File: config.mk
export PLATFORM = sky130hd
export DESIGN_NAME = joybus_rx
export DESIGN_NICKNAME = d
export VERILOG_FILES = /design/src/rtl/joybus_rx.sv
export SDC_FILE = /design/constraint.sdc
export NUM_CORES = 1
export LEC_CHECK = 0
export ABC_AREA = 0
export BUFFER_PORTS_ARGS = -buffer_cell sky130_fd_sc_hd__buf_2
export CAP_MARGIN = 0
export CORE_MARGIN = 4
export CORE_UTILIZATION = 35
export DETAILED_ROUTE_END_ITERATION = 8
export GPL_TIMING_DRIVEN = 1
export PLACE_DENSITY = 0.51
export SYNTH_ARGS = -nofsm -noshare
export SYNTH_HDL_FRONTEND = slang
export SYNTH_SLANG_ARGS = --single-unit
File: constraint.sdc
create_clock -name clk -period 1.7 [get_ports clk]
set_input_delay 0.17 -clock clk [delete_from_list [all_inputs] [get_ports clk]]
set_output_delay 0.17 -clock clk [all_outputs]
set_load 0.01 [all_outputs]
File: src/rtl/joybus_rx.sv
// Joybus receive front-end: decodes a status byte plus a 16-bit data word
// from the single-wire line, framed by rx_start and a trailing stop bit.
module joybus_rx #(
    parameter int SAMPLE_CYC  = 50,
    parameter int TIMEOUT_CYC = 250,
    parameter int NUM_BITS    = 24
) (
    input  logic        clk,
    input  logic        rst_n,
    input  logic        rx_start,
    input  logic        JB_RX,
    output logic        rx_done,
    output logic [7:0]  jb_cntlr_status,
    output logic [15:0] jb_cntlr_data
);

    localparam int CNT_MAX = (TIMEOUT_CYC > SAMPLE_CYC) ? TIMEOUT_CYC : SAMPLE_CYC;
    localparam int CW      = $clog2(CNT_MAX + 1);
    localparam int BW      = $clog2(NUM_BITS + 1);

    typedef enum logic [2:0] {
        IDLE,
        WAIT_FALL,
        SAMPLE,
        WAIT_HIGH,
        STOP
    } state_t;

    state_t              state_q, state_d;
    logic [2:0]          sync_q, sync_d;
    logic [CW-1:0]       cnt_q, cnt_d;
    logic [BW-1:0]       bit_cnt_q, bit_cnt_d;
    logic [NUM_BITS-1:0] shift_q, shift_d;
    logic                rx_done_q, rx_done_d;
    logic [7:0]          status_q, status_d;
    logic [15:0]         data_q, data_d;

    logic line;
    logic fall;
    logic rise;
    logic to_hit;

    // [0],[1] form the synchronizer; [2] holds the previous synced value
    assign line   = sync_q[1];
    assign fall   = sync_q[2] & ~sync_q[1];
    assign rise   = ~sync_q[2] & sync_q[1];
    assign to_hit = (cnt_q >= CW'(TIMEOUT_CYC - 1));

    // Next-state, bit sampling, and output capture
    always_comb begin
        sync_d    = {sync_q[1:0], JB_RX};
        state_d   = state_q;
        cnt_d     = cnt_q + 1'b1;
        bit_cnt_d = bit_cnt_q;
        shift_d   = shift_q;
        rx_done_d = 1'b0;
        status_d  = status_q;
        data_d    = data_q;

        unique case (state_q)
            IDLE: begin
                cnt_d = '0;
            end
            WAIT_FALL: begin
                if (fall) begin
                    cnt_d   = '0;
                    state_d = (bit_cnt_q < BW'(NUM_BITS)) ? SAMPLE : STOP;
                end else if (to_hit) begin
                    state_d = IDLE;
                end
            end
            SAMPLE: begin
                if (cnt_q == CW'(SAMPLE_CYC)) begin
                    shift_d   = {shift_q[NUM_BITS-2:0], line};
                    bit_cnt_d = bit_cnt_q + 1'b1;
                    cnt_d     = '0;
                    state_d   = WAIT_HIGH;
                end
            end
            WAIT_HIGH: begin
                if (line) begin
                    cnt_d   = '0;
                    state_d = WAIT_FALL;
                end else if (to_hit) begin
                    state_d = IDLE;
                end
            end
            STOP: begin
                if (rise) begin
                    status_d  = shift_q[NUM_BITS-1 -: 8];
                    data_d    = shift_q[15:0];
                    rx_done_d = 1'b1;
                    state_d   = IDLE;
                end else if (to_hit) begin
                    state_d = IDLE;
                end
            end
            default: begin
                state_d = IDLE;
            end
        endcase

        // Arming always restarts the frame from the first bit
        if (rx_start) begin
            bit_cnt_d = '0;
            cnt_d     = '0;
            state_d   = WAIT_FALL;
        end
    end

    // State and datapath registers
    always_ff @(posedge clk or negedge rst_n) begin
        if (!rst_n) begin
            sync_q    <= 3'b111;
            state_q   <= IDLE;
            cnt_q     <= '0;
            bit_cnt_q <= '0;
            shift_q   <= '0;
            rx_done_q <= 1'b0;
            status_q  <= 8'h00;
            data_q    <= 16'h0000;
        end else begin
            sync_q    <= sync_d;
            state_q   <= state_d;
            cnt_q     <= cnt_d;
            bit_cnt_q <= bit_cnt_d;
            shift_q   <= shift_d;
            rx_done_q <= rx_done_d;
            status_q  <= status_d;
            data_q    <= data_d;
        end
    end

    assign rx_done         = rx_done_q;
    assign jb_cntlr_status = status_q;
    assign jb_cntlr_data   = data_q;

endmodule

; Word-level counts from Yosys, hierarchy flattened
; Index checks and enable logic that the tools add are counted.
; W data, S select, Z words.
[classes]
n_lt_le_gt_ge = 2
bitwise = 4
muxes = 18
n_reduce_logical = 7
eq_ne = 7
addsub = 2
[ops]
columns = op, n
row1 = $mux W8, 4
row2 = $pmux W8 S4, 1
row3 = $mux W3, 7
row4 = $mux W5, 3
row5 = $pmux W3 S5, 1
row6 = $add A8 B1 Y8 const B, 1
row7 = $eq A8 B6 Y1 const B, 1
row8 = $ge A8 B8 Y1 const B, 1
row9 = $reduce_and A2 Y1, 4
row10 = $eq A3 B2 Y1 const B, 2
row11 = $add A5 B1 Y5 const B, 1
row12 = $lt A5 B5 Y1 const B, 1
row13 = $reduce_bool A2 Y1, 2
row14 = $eq A3 B1 Y1 const B, 1
row15 = $eq A3 B3 Y1 const B, 1
row16 = $logic_not A3 Y1, 1
row17 = $ne A3 B3 Y1 const B, 1
row18 = $and A1 B1 Y1, 2
row19 = $mux W1, 2
row20 = $ne A2 B2 Y1 const B, 1
row21 = $not A1 Y1, 2
[word_totals]
regBits = 68
inputBits = 4

; Logic depth before layout (Yosys ltp)
[depth]
word_depth = 5
mapped_depth = 7
ltp_nobuf = 6

; Least setup slack after synthesis
; OpenSTA, ideal clock, no wires.
[synth_path]
path_type = reg-to-reg
from = reg cnt_q[0]
to = reg bit_cnt_q[4]
setup_slack_ns = 0.178
period_less_slack_ns = 1.522
required_time_ns = 1.622
arrival_time_ns = 1.445
stages_incl_launch_ff = 7
setup_ns = 0.078
cell_sequence = dfrtp_1 -> inv_1 -> ha_1 -> nor3b_2 -> nand3_4 -> or3_1 -> a21oi_1
[synth_between]
elab_chain_cells = 3
[synth_rtl]
columns = item, line
row1 = start: declaration, 31  ; logic [CW-1:0] cnt_q, cnt_d;
row2 = start signal: assignment, 125  ; cnt_q <= cnt_d;
row3 = $eq A8 B6 Y1, 73  ; if (cnt_q == CW'(SAMPLE_CYC)) begin
row4 = $reduce_bool A2 Y1 (no line), --
row5 = $reduce_and A2 Y1 (no line), --
row6 = end signal: assignment, 126  ; bit_cnt_q <= bit_cnt_d;
row7 = end: declaration, 32  ; logic [BW-1:0] bit_cnt_q, bit_cnt_d;
; Every way passes these cells.
; A chain may end at the register's enable or synchronous reset.

; Final worst setup path
[layout_path]
from = reg cnt_q[0]
to = reg shift_q[15]
[layout_between]
elab_chain_cells = 2
[layout_rtl]
columns = item, line
row1 = $eq A8 B6 Y1, 73
row2 = $reduce_and A2 Y1 (no line), --
row3 = end signal: assignment, 127  ; shift_q <= shift_d;
row4 = end: declaration, 33  ; logic [NUM_BITS-1:0] shift_q, shift_d;
; Every way passes these cells.

==> flow_summary.yaml <==
die:
  area_inside_the_core_boundary_sq_mm: 0.00781
  full_die_area_sq_mm: 0.00962
  chipHeight_um: 98.1
  io-pin-count: 29
  start_util_pct: 36.4
  die_x_um: 98.1
  std_cell_rows: 32
cts:
  worst_setup_hold_path_clk_slew_ps: 70
  cts_tree: "done"
  postCtsSetupBuffers: 0
  cts_made_buffers: 9
  clk_latency_ps: 330
  cts_root_buf: "clkbuf_8"
  cts.htree.levels: 3
  clk_path_buf_depth: 2
  tritoncts_num_sinks: 68
synthesis:
  syn_area_sq_mm: 0.00284
  ys_dominant_reg_cell: "dfrtp_1"
  post_synthesis_sequential_area_ratio_pct: 60.1
  synth.yosys.warnings: 0
  synthesized_netlist_net_count: 205
  synth_commonest_cells: "dfrtp_1 (65), mux2_2 (41), nor2_1 (12), nand3_1 (8), mux2_4 (7)"
  yosysMostFrequentCell: "dfrtp_1"
  avgSynthCellArea_sq_um: 14.5
  yosysTopAreaCell: "dfrtp_1"
  yosysUniqueCellTypes: 31
  synth_async_sr_flop_share_pct: 100
  netlist.area_leader.share_pct: 57.3
  syn_inst: 196
  synth-seq-cells: 68
  number_of_flops_mapped_to_enable_cells_by_yosys: 0
  yosys-top-cells-area: "dfrtp_1 (57%), mux2_2 (16%), mux2_4 (3.7%)"
place:
  dp_slack_ps: 47.2
  port_buffers: 28
  dp.final_hpwl_mm: 3.18
  gp_congestion: 0.686
min_path:
  worstHoldEndpoint: "state_q[2]$_DFFE_PN0P_"
  hold_path.startpoint: "rx_start"
  timing.hold.worst_path_depth: 2
  worst_hold_path_type: "in -> reg"
worst_setup_path:
  rrSetupSlack_ps: 70
  reg_to_reg_critical_path_startpoint: "cnt_q[0]$_DFF_PN0_"
  crit_chain: "inv_1 > ha_1 > nor3b_4 > nand3_4 > buf_4 > mux2_2"
  max_stage_delay_ps: 380
  timing.setup.critical_path_class: "reg -> reg"
  end_kind: "flip-flop"
  setup.worst_path.start_class: "flip-flop"
  worst_r2r_endpoint: "shift_q[15]$_DFFE_PN0P_"
  critPathMaxFanout: 13
  slowest_cell_on_crit_path: "dfrtp_1"
  crit_arrival_ps: 1850
  rr_worst_depth: 6
  critPathRequiredTime_ps: 1920
route:
  drtPass1Iterations: 4
  detail-route-antenna-nets: 0
  drc_errors: 0
  drt_first_iter_violations: 30
  routed_wl_mm: 4.57
  total_vias_in_the_final_route: 1593
  viasPerCell: 4.58
  detail_route.wl_per_cell_um: 13.1
power_and_ir_drop:
  p_leak_nw: 1.72
  peakVddDrop_v: 0.000412
  powerDensity_mw_per_mm2: 856
sta:
  drv_slew: 0
  finalSetupViolations: 0
  rsz0062_at_grt: "true"
  period_minus_slack_ps: 1630
  timing.final.crit_share_pct: 95.8
  hold_viol: 0
  fin_worst_hold_slack_ps: 117
  slew_headroom_pct: 66.8
  setup_ws_ps: 70.7
  achievable-frequency_ghz: 0.614
  worstMarginPinSlew_ps: 498
  finalClockSkew_ps: 4.16
global_route:
  grt_antenna_before_repair: 0
  global_route_wire_length_before_repair_mm: 8.18
  grt_usage_pct: 10.6
  first_global_vias: 1606
  grt_ovf: 0
  grt_start_max_net_pins: 28
final_layout:
  diode_insertion_count_for_antenna_repair: 0
  area_growth_pct: 17.5
  drive_above_1_share_pct: 46.3
  multi_input_gate_area_in_the_final_layout_sq_mm: 0.00106
  final_nets: 250
  fillers: 742
  ff_latch_area_sq_mm: 0.00171
outcome:
  outcome: "finished, final reports clean"
job:
  drv_cap: 0
-- cell type report --
cell class,count,area share [%]
sequential,68,51.1
inverter,5,0.562
tap,102,3.82
multi-input combinational,116,31.7
timing repair buffer,41,8.02
clock buffer,11,3.94
clock inverter,5,0.862
-- critical path, delay by kind of cell, from the launching register on --
kind,cells,cell delay [ps]
adders and majority gates,1,150
buffers and inverters,2,320
DFF,1,380
muxes,1,280
and+or+nand+nor,2,390
-- routing by layer --
metal  global-route usage, %  up-vias  wire length [um]
met5                       0        -                 0
met4                    5.11        0               107
met3                    3.86        9               206
met2                    15.0       27              2070
met1                    14.5      788              2180
li1                        -      769                 -
-- registers in the layout (all words and copies together) (netlist names) --
name / count
shift_q: 24
jb_cntlr_data: 16
cnt_q: 8
jb_cntlr_status: 8
bit_cnt_q: 5
state_q: 3
sync_q: 3
rx_done: 1
-- stage by stage --
stage	instances	power [mW]	area (sq um)	setup TNS, ps	util, %
4_1_cts	348	2.92	3320	0	42.6
2_1_floorplan	196	1.72	2840	0	-
3_3_place_gp	330	1.78	3140	0	40.3
6_report	348	2.86	3340	0	42.7
3_5_place_dp	330	1.78	3140	0	40.3
5_1_grt	348	3.02	3340	-593	42.7
-- cell usage in the layout (no fill, tap or decap), types with 2 or more instances in the layout --
cell,instances
nor3b_4,2
a21oi_1,6
mux2_4,7
o21ai_0,3
xor2_1,3
xnor2_1,4
nor2_1,12
clkbuf_1,2
mux2_2,41
clkinv_2,4
dlygate4sd3_1,2
nor2b_1,3
nand2b_1,2
or3_1,3
buf_2,28
nand2_1,4
clkbuf_8,9
dfrtp_1,65
dfstp_2,3
inv_1,5
ha_1,5
buf_12,2
nand3_1,7
buf_4,9
-- power by group --
part / leakage, nW / switching, mW / internal, mW
sequential: 0.934 / 0.0119 / 1.63
clock: 0.0868 / 0.577 / 0.522
combinational: 0.694 / 0.0676 / 0.0453
total: 1.72 / 0.656 / 2.20
-- cell families after synthesis --
| logic type | after synthesis | synth area share, % |
|---|---|---|
| AOI/OAI and AO/OA | 12 | 2.47 |
| xor gates and xnor gates | 7 | 2.16 |
| adders and majority gates | 5 | 2.20 |
| buffers and inverters | 12 | 3.17 |
| DFF | 68 | 60.1 |
| muxes | 49 | 20.3 |
| and+or+nand+nor | 43 | 9.61 |
-- worst max path at each step --
stage	from	to	slack, ps
floorplan	cnt_q[0]$_DFF_PN0_	bit_cnt_q[4]$_DFFE_PN0P_	180
global placement	cnt_q[0]$_DFF_PN0_	shift_q[13]$_DFFE_PN0P_	70
detailed placement	cnt_q[0]$_DFF_PN0_	shift_q[15]$_DFFE_PN0P_	50
CTS	cnt_q[0]$_DFF_PN0_	shift_q[8]$_DFFE_PN0P_	30
global route	cnt_q[0]$_DFF_PN0_	shift_q[12]$_DFFE_PN0P_	-40
finish	cnt_q[0]$_DFF_PN0_	shift_q[15]$_DFFE_PN0P_	70
-- timing repair --
action                                  in CTS  in global routing
resized for setup                            0                  3
hold buffers                                 2                  0
endpoints found under the setup margin       0                 28
hold endpoints to repair                    18                  0
Power figures use the tool's default switching activity.
